## src/rtl/fifo_ctrl_pkg.sv

```systemverilog
// rtl/fifo_ctrl_pkg.sv - shared types and default sizing for the FIFO access controller
// Purpose: grant encoding used by the arbiter plus the default memory geometry
// and occupancy thresholds for the 32x12 FIFO read-memory.
package fifo_ctrl_pkg;

    typedef enum logic [1:0] {
        GNT_NONE,
        GNT_WR,
        GNT_RD
    } grant_e;

    localparam int DEF_ADDRBIT       = 5;
    localparam int DEF_FIFO_DEPTH    = 32;
    localparam int DEF_AFULL_THRESH  = 28;
    localparam int DEF_AEMPTY_THRESH = 4;

endpackage

```

## src/rtl/rr_arb2.sv

```systemverilog
// rtl/rr_arb2.sv - two-requester round-robin arbiter for memory write/read access
// Purpose: grants at most one of two requesters per cycle, alternating on conflict.
// Ports:
//   clk, rst  clock and asynchronous active-high reset
//   req[1:0]  bit 0 = write requester, bit 1 = read requester
//   gnt[1:0]  one-hot grant, same bit mapping as req (combinational)
module rr_arb2
    import fifo_ctrl_pkg::*;
(
    input  logic       clk,
    input  logic       rst,
    input  logic [1:0] req,
    output logic [1:0] gnt
);

    grant_e last_grant;

    // On a conflict the side that did not win last time gets the slot.
    always_comb begin
        gnt = 2'b00;
        case (req)
            2'b01:   gnt = 2'b01;
            2'b10:   gnt = 2'b10;
            2'b11:   gnt = (last_grant == GNT_WR) ? 2'b10 : 2'b01;
            default: gnt = 2'b00;
        endcase
    end

    always_ff @(posedge clk or posedge rst) begin
        if (rst) begin
            last_grant <= GNT_RD;
        end else if (gnt[0]) begin
            last_grant <= GNT_WR;
        end else if (gnt[1]) begin
            last_grant <= GNT_RD;
        end
    end

endmodule

```

## src/rtl/fifo_access_ctrl.sv

```systemverilog
// rtl/fifo_access_ctrl.sv - pointer, flag and access controller for the FIFO read-memory
// Purpose: arbitrates push/pop requests into one memory access per cycle and
// keeps pointers, occupancy, almost flags, read-valid and sticky errors.
// Ports:
//   clk, rst                clock and asynchronous active-high reset
//   fifo_en, flush          global enable and synchronous clear
//   push_req, pop_req       held requests, answered by push_ack / pop_ack
//   clr_err                 clears overflow / underflow
//   write_en, read_en       memory strobes (identical to the acks)
//   wraddr, rdaddr          memory addresses (current pointers)
//   fifofull, notempty      memory-side flags
//   count, almost_full, almost_empty, rd_valid, overflow, underflow  status
module fifo_access_ctrl
    import fifo_ctrl_pkg::*;
#(
    parameter int ADDRBIT       = DEF_ADDRBIT,
    parameter int FIFO_DEPTH    = DEF_FIFO_DEPTH,
    parameter int AFULL_THRESH  = DEF_AFULL_THRESH,
    parameter int AEMPTY_THRESH = DEF_AEMPTY_THRESH
) (
    input  logic               clk,
    input  logic               rst,
    input  logic               fifo_en,
    input  logic               flush,
    input  logic               push_req,
    input  logic               pop_req,
    input  logic               clr_err,
    output logic               push_ack,
    output logic               pop_ack,
    output logic               write_en,
    output logic               read_en,
    output logic [ADDRBIT-1:0] wraddr,
    output logic [ADDRBIT-1:0] rdaddr,
    output logic               fifofull,
    output logic               notempty,
    output logic [ADDRBIT:0]   count,
    output logic               almost_full,
    output logic               almost_empty,
    output logic               rd_valid,
    output logic               overflow,
    output logic               underflow
);

    localparam logic [ADDRBIT:0]   DEPTH_C  = FIFO_DEPTH[ADDRBIT:0];
    localparam logic [ADDRBIT:0]   AFULL_C  = AFULL_THRESH[ADDRBIT:0];
    localparam logic [ADDRBIT:0]   AEMPTY_C = AEMPTY_THRESH[ADDRBIT:0];
    localparam logic [ADDRBIT-1:0] PTR_INC  = {{(ADDRBIT-1){1'b0}}, 1'b1};
    localparam logic [ADDRBIT:0]   CNT_INC  = {{ADDRBIT{1'b0}}, 1'b1};

    logic [ADDRBIT-1:0] wr_ptr;
    logic [ADDRBIT-1:0] rd_ptr;
    logic [ADDRBIT:0]   count_q;
    logic               rd_valid_q;
    logic               overflow_q;
    logic               underflow_q;

    logic               full_w;
    logic               notempty_w;
    logic               push_legal;
    logic               pop_legal;
    logic               overflow_set;
    logic               underflow_set;
    logic [1:0]         gnt;

    assign full_w     = (count_q == DEPTH_C);
    assign notempty_w = (count_q != '0);

    // rst gates the requests so an asserted reset kills a pending grant at once,
    // before the asynchronous clear has even propagated through the state.
    assign push_legal = fifo_en & push_req & ~full_w     & ~flush & ~rst;
    assign pop_legal  = fifo_en & pop_req  & notempty_w  & ~flush & ~rst;

    assign overflow_set  = fifo_en & push_req & full_w;
    assign underflow_set = fifo_en & pop_req  & ~notempty_w;

    rr_arb2 u_arb (
        .clk (clk),
        .rst (rst),
        .req ({pop_legal, push_legal}),
        .gnt (gnt)
    );

    always_ff @(posedge clk or posedge rst) begin
        if (rst) begin
            wr_ptr      <= '0;
            rd_ptr      <= '0;
            count_q     <= '0;
            rd_valid_q  <= 1'b0;
            overflow_q  <= 1'b0;
            underflow_q <= 1'b0;
        end else if (flush) begin
            // Error flags are deliberately left alone across a flush.
            wr_ptr     <= '0;
            rd_ptr     <= '0;
            count_q    <= '0;
            rd_valid_q <= 1'b0;
        end else begin
            if (gnt[0]) begin
                wr_ptr  <= wr_ptr + PTR_INC;
                count_q <= count_q + CNT_INC;
            end else if (gnt[1]) begin
                rd_ptr  <= rd_ptr + PTR_INC;
                count_q <= count_q - CNT_INC;
            end
            rd_valid_q <= gnt[1];

            // A new error event in the same cycle as clr_err keeps the flag set.
            if (overflow_set) begin
                overflow_q <= 1'b1;
            end else if (clr_err) begin
                overflow_q <= 1'b0;
            end
            if (underflow_set) begin
                underflow_q <= 1'b1;
            end else if (clr_err) begin
                underflow_q <= 1'b0;
            end
        end
    end

    // Occupancy is bounded and its low bits always equal the pointer distance;
    // a full FIFO shows up as equal pointers with count == depth.
    assert property (@(posedge clk) disable iff (rst)
        (count_q <= DEPTH_C) && (count_q[ADDRBIT-1:0] == (wr_ptr - rd_ptr)));

    assign write_en     = gnt[0];
    assign read_en      = gnt[1];
    assign push_ack     = gnt[0];
    assign pop_ack      = gnt[1];
    assign wraddr       = wr_ptr;
    assign rdaddr       = rd_ptr;
    assign fifofull     = full_w;
    assign notempty     = notempty_w;
    assign count        = count_q;
    assign almost_full  = (count_q >= AFULL_C);
    assign almost_empty = (count_q <= AEMPTY_C);
    assign rd_valid     = rd_valid_q;
    assign overflow     = overflow_q;
    assign underflow    = underflow_q;

endmodule

```

## config.mk

```make
export PLATFORM = sky130hd
export DESIGN_NAME = fifo_access_ctrl
export DESIGN_NICKNAME = d
export VERILOG_FILES = /design/src/rtl/fifo_ctrl_pkg.sv /design/src/rtl/rr_arb2.sv /design/src/rtl/fifo_access_ctrl.sv
export SDC_FILE = /design/constraint.sdc
export NUM_CORES = 1
export LEC_CHECK = 0
export CAP_MARGIN = 20
export CORE_ASPECT_RATIO = 0.8
export CORE_MARGIN = 2
export CORE_UTILIZATION = 40
export DETAILED_ROUTE_END_ITERATION = 10
export HOLD_SLACK_MARGIN = 0.12
export PLACE_DENSITY_LB_ADDON = 0.12
export REMOVE_ABC_BUFFERS = 1
export SLEW_MARGIN = 30
export SYNTH_ARGS = -nofsm -noshare
export SYNTH_HDL_FRONTEND = slang
export SYNTH_SLANG_ARGS = --single-unit
```

## constraint.sdc

```tcl
create_clock -name clk -period 3.09 [get_ports clk]
set_clock_uncertainty 0.1 [all_clocks]
set_input_delay 0.309 -clock clk [delete_from_list [all_inputs] [get_ports clk]]
set_output_delay 0.309 -clock clk [all_outputs]
set_load 0.02 [all_outputs]
```

==> impl_results.md <==
- Status: complete, no violations
- First-pass GRT wire length: between 4 and 5 mm
- Detail Route Antenna Nets: 0
- Antenna diodes: 0
- Min cycle time layout: between 2 and 3 ns
- CTS max path bufs: 2
- Mux contribution to synthesized area: roughly 2.4%
- Top cells by area, synth: dfrtp_1 40%, ha_1 6.0%, xor2_1 4.9%
- Max_cap viols: 0
- Pwr per Cell Area: roughly 600 nW/µm²
- Initial antenna violation count: 0
- Final number of hold-violating endpoints: 0
- Relative slew margins: between 40% and 50%
- Clk slew on worst S/H paths: ~0.08 ns
- Internal power: between 0.6 and 0.7 mW
- Reg2reg path depth: 10
- Number of global-route vias before repair: 989
- Fin cells: 210
- Syn Inst Count: 126
- Fmax: approximately 0.35 GHz
- Total number of vias: about 1100
- Post-synthesis register bit count: 21
- Final critical-path share of the clock period: slightly above 90%
- Combinational Power Share: about 47%
- HP Class: reg -> reg
- Crit-path slowest cell: a2111o_2
- Post-Syn Area: roughly 1300 µm²
- # IOs: 34
- FFs w/ async S/R, synth: 100%
- DRC Markers: 0
- Leak: 0.760 nW
- Syn_area_per_cell: between 9 and 10 µm²
- Gpl congestion: around 0.9
- CP peak stage delay: ~0.48 ns
- Area Overhead vs Synth: 39.6%
- Pre-antenna DRT Iters: 4
- Via-to-Cell Ratio: slightly above 5
- Flop2flop setup slack: ~0.27 ns
- Sum Neg Setup Slack: 0 ns
- Commonest non-fill, non-tap cell in the layout: clkdlybuf4s50_1
- Std-Cell Rows: 18
- Core Area: 3040 µm²
- Max IR drop VDD: about 0.31 mV
- Levels on crit path: 10
- Nets@finish: between 150 and 200
- Yosys warns: 0
- Starting density of the core: between 40 and 50%
- DIE HEIGHT: between 50 and 60 µm
- Switching part of the total: 38.1%
- DR iter-0 viols: 25
- Adder-cell share of the synthesized area: between 7 and 8%
- Total CTS buffers: 3
- Setup CP Type: reg -> reg
- Share of layout cells above drive strength 1: 16.5%
- Setup-failing EPs final: 0
- Number of synthesized flops with an enable pin: 0
- DP Wirelength: ~2.2 mm
- CTS root buf: clkbuf_8
- Total grt overflow: 0
- Primary FF master, synth: dfrtp_1
- Post-Synth XOR/XNOR Area: roughly 6.3%
- CP Launch Type: register
- P_sw: 0.397 mW
- IO Port Bufs: 33
- GRT Total Usage: between 15 and 20%
- Largest net degree at the start of global routing: 22
- Hold path cells: 2
- Unrepaired setup endpoints after global routing: false
- Synth area leader: dfrtp_1
- Clock share of power: about 18%
- CTS tree: done
- Slew @ Worst Pin: between 0.8 and 0.9 ns
- Final Max Tran Viols: 0
- Compound-Gate Fraction of Synth Area: 18.0%
- Sequential area share after synthesis: between 40% and 50%
- Synth Area in Simple Gates: about a fifth
- CP arrival: a little under 3 ns
- Placed insts: between 200 and 250
- Flop pwr share: a little over a third
- Buf/Inv on CP: 1
- Wirelength per Cell: 13.9 µm
- Worst skew pair latency: ~0.26 ns
- Sink Count: 21
- Commonest non-fill, non-tap cells in the layout: 33 x clkdlybuf4s50_1, 19 x dfrtp_1, 14 x nor2_1
- Crit path max fanout: 7
- Final WL: 2.92 mm
- Top-area cell type share of the netlist area: roughly 40%
- Library cells used by synthesis: 40
- Crit path required time: 3.18 ns
- Worst-path cell chain: nor2b_1 > a2111o_2 > a21oi_2 > inv_1 > ha_1 > a211oi_2 > o21bai_1 > a21oi_2 > mux2i_1 > mux2i_1
- Die area: around 3600 µm²
- H-tree levels: 1
- CP Capture Type: register
- Post-layout util: ~58%
- Main combinational cell family by area after synthesis: simple AND/OR/NAND/NOR gates
- Largest delay share family, worst path: compound AO/OA/AOI/OAI gates
- Width of the die: about 67 µm
synthesized netlist by cell type (3+ instances only):
| master | count |
|---|---|
| nand2_1 | 11 |
| o21ai_0 | 3 |
| and2_1 | 4 |
| nor2_1 | 14 |
| xor2_1 | 7 |
| mux2i_1 | 3 |
| o31ai_1 | 5 |
| ha_1 | 6 |
| a21oi_1 | 3 |
| inv_1 | 9 |
| dfrtp_1 | 20 |
timing repair:
action                                  in CTS  in global routing
hold buffers                                 0                  0
endpoints found under the setup margin       0                  1
endpoints found under the hold margin        0                  0
gates resized for setup                      0                  3
buffers inserted                             0                  1
worst min-delay path, stage by stage, from the launching register on:
cell and delay, ns:
dfstp_2 0.37, nand2_1 0.05, nand2_1 0.05
cells by family after synthesis:
| logic type | Yosys count |
|---|---|
| muxes | 3 |
| xor gates and xnor gates | 9 |
| DFF | 21 |
| AOI/OAI and AO/OA | 28 |
| adders and majority gates | 7 |
| and+or+nand+nor | 45 |
| buffers and inverters | 13 |
worst paths after layout:
kind | startpoint | end
min reg2reg | u_arb.last_grant[1] | u_arb.last_grant[1]
min in group asynchronous | rst | overflow
max | count[5] | count[5]
max in group asynchronous | rst | count[5]
min | u_arb.last_grant[1] | u_arb.last_grant[1]
max reg2reg | count[5] | count[5]
metal layers:
layer / up-vias / GRT usage (%) / share of wire (%)
met4: 0 / 3.06 / 0.34
li1: 526 / - / -
met5: - / 0 / 0
met3: 2 / 5.65 / 5.6
met1: 519 / 24.2 / 48
met2: 32 / 27.8 / 46
cell type report:
cell class              count  area [µm²]
flip-flops and latches     21         528
well taps                  40        50.0
inverters                   9        33.8
fillers                   300        1290
multi-input cells          92         681
clock buffers               3        41.3
repair buffers             44         413
clock inverters             1        5.00
power groups by stage:
| stage | Sequential (mW) | Clock (mW) | Combinational (mW) |
|---|---|---|---|
| final | 0.367 | 0.185 | 0.491 |
| after global placement | 0.371 | 0 | 0.466 |
| after CTS | 0.366 | 0.190 | 0.475 |
| after detailed placement | 0.371 | 0 | 0.472 |
| after floorplan | 0.402 | 0 | 0.245 |
| after global routing | 0.374 | 0.202 | 0.535 |
flip-flops by register name, indices dropped and copies added (netlist names):
register	count
count	6
rdaddr	5
wraddr	5
u_arb.last_grant	2
overflow	1
rd_valid	1
underflow	1
stage by stage:
stage / area [µm²] / hold slack [ns] / power, mW / worst slack, ns
global route: 1750 / 0.383 / 1.11 / 0.0522
floorplan: 1230 / 0.185 / 0.646 / -0.332
detailed placement: 1690 / 0.357 / 0.844 / -0.0378
CTS: 1730 / 0.371 / 1.03 / 0.154
global placement: 1690 / 0.350 / 0.837 / 0.0400
finish: 1750 / 0.369 / 1.04 / 0.269
No activity file was read; power rests on OpenSTA's default activity.
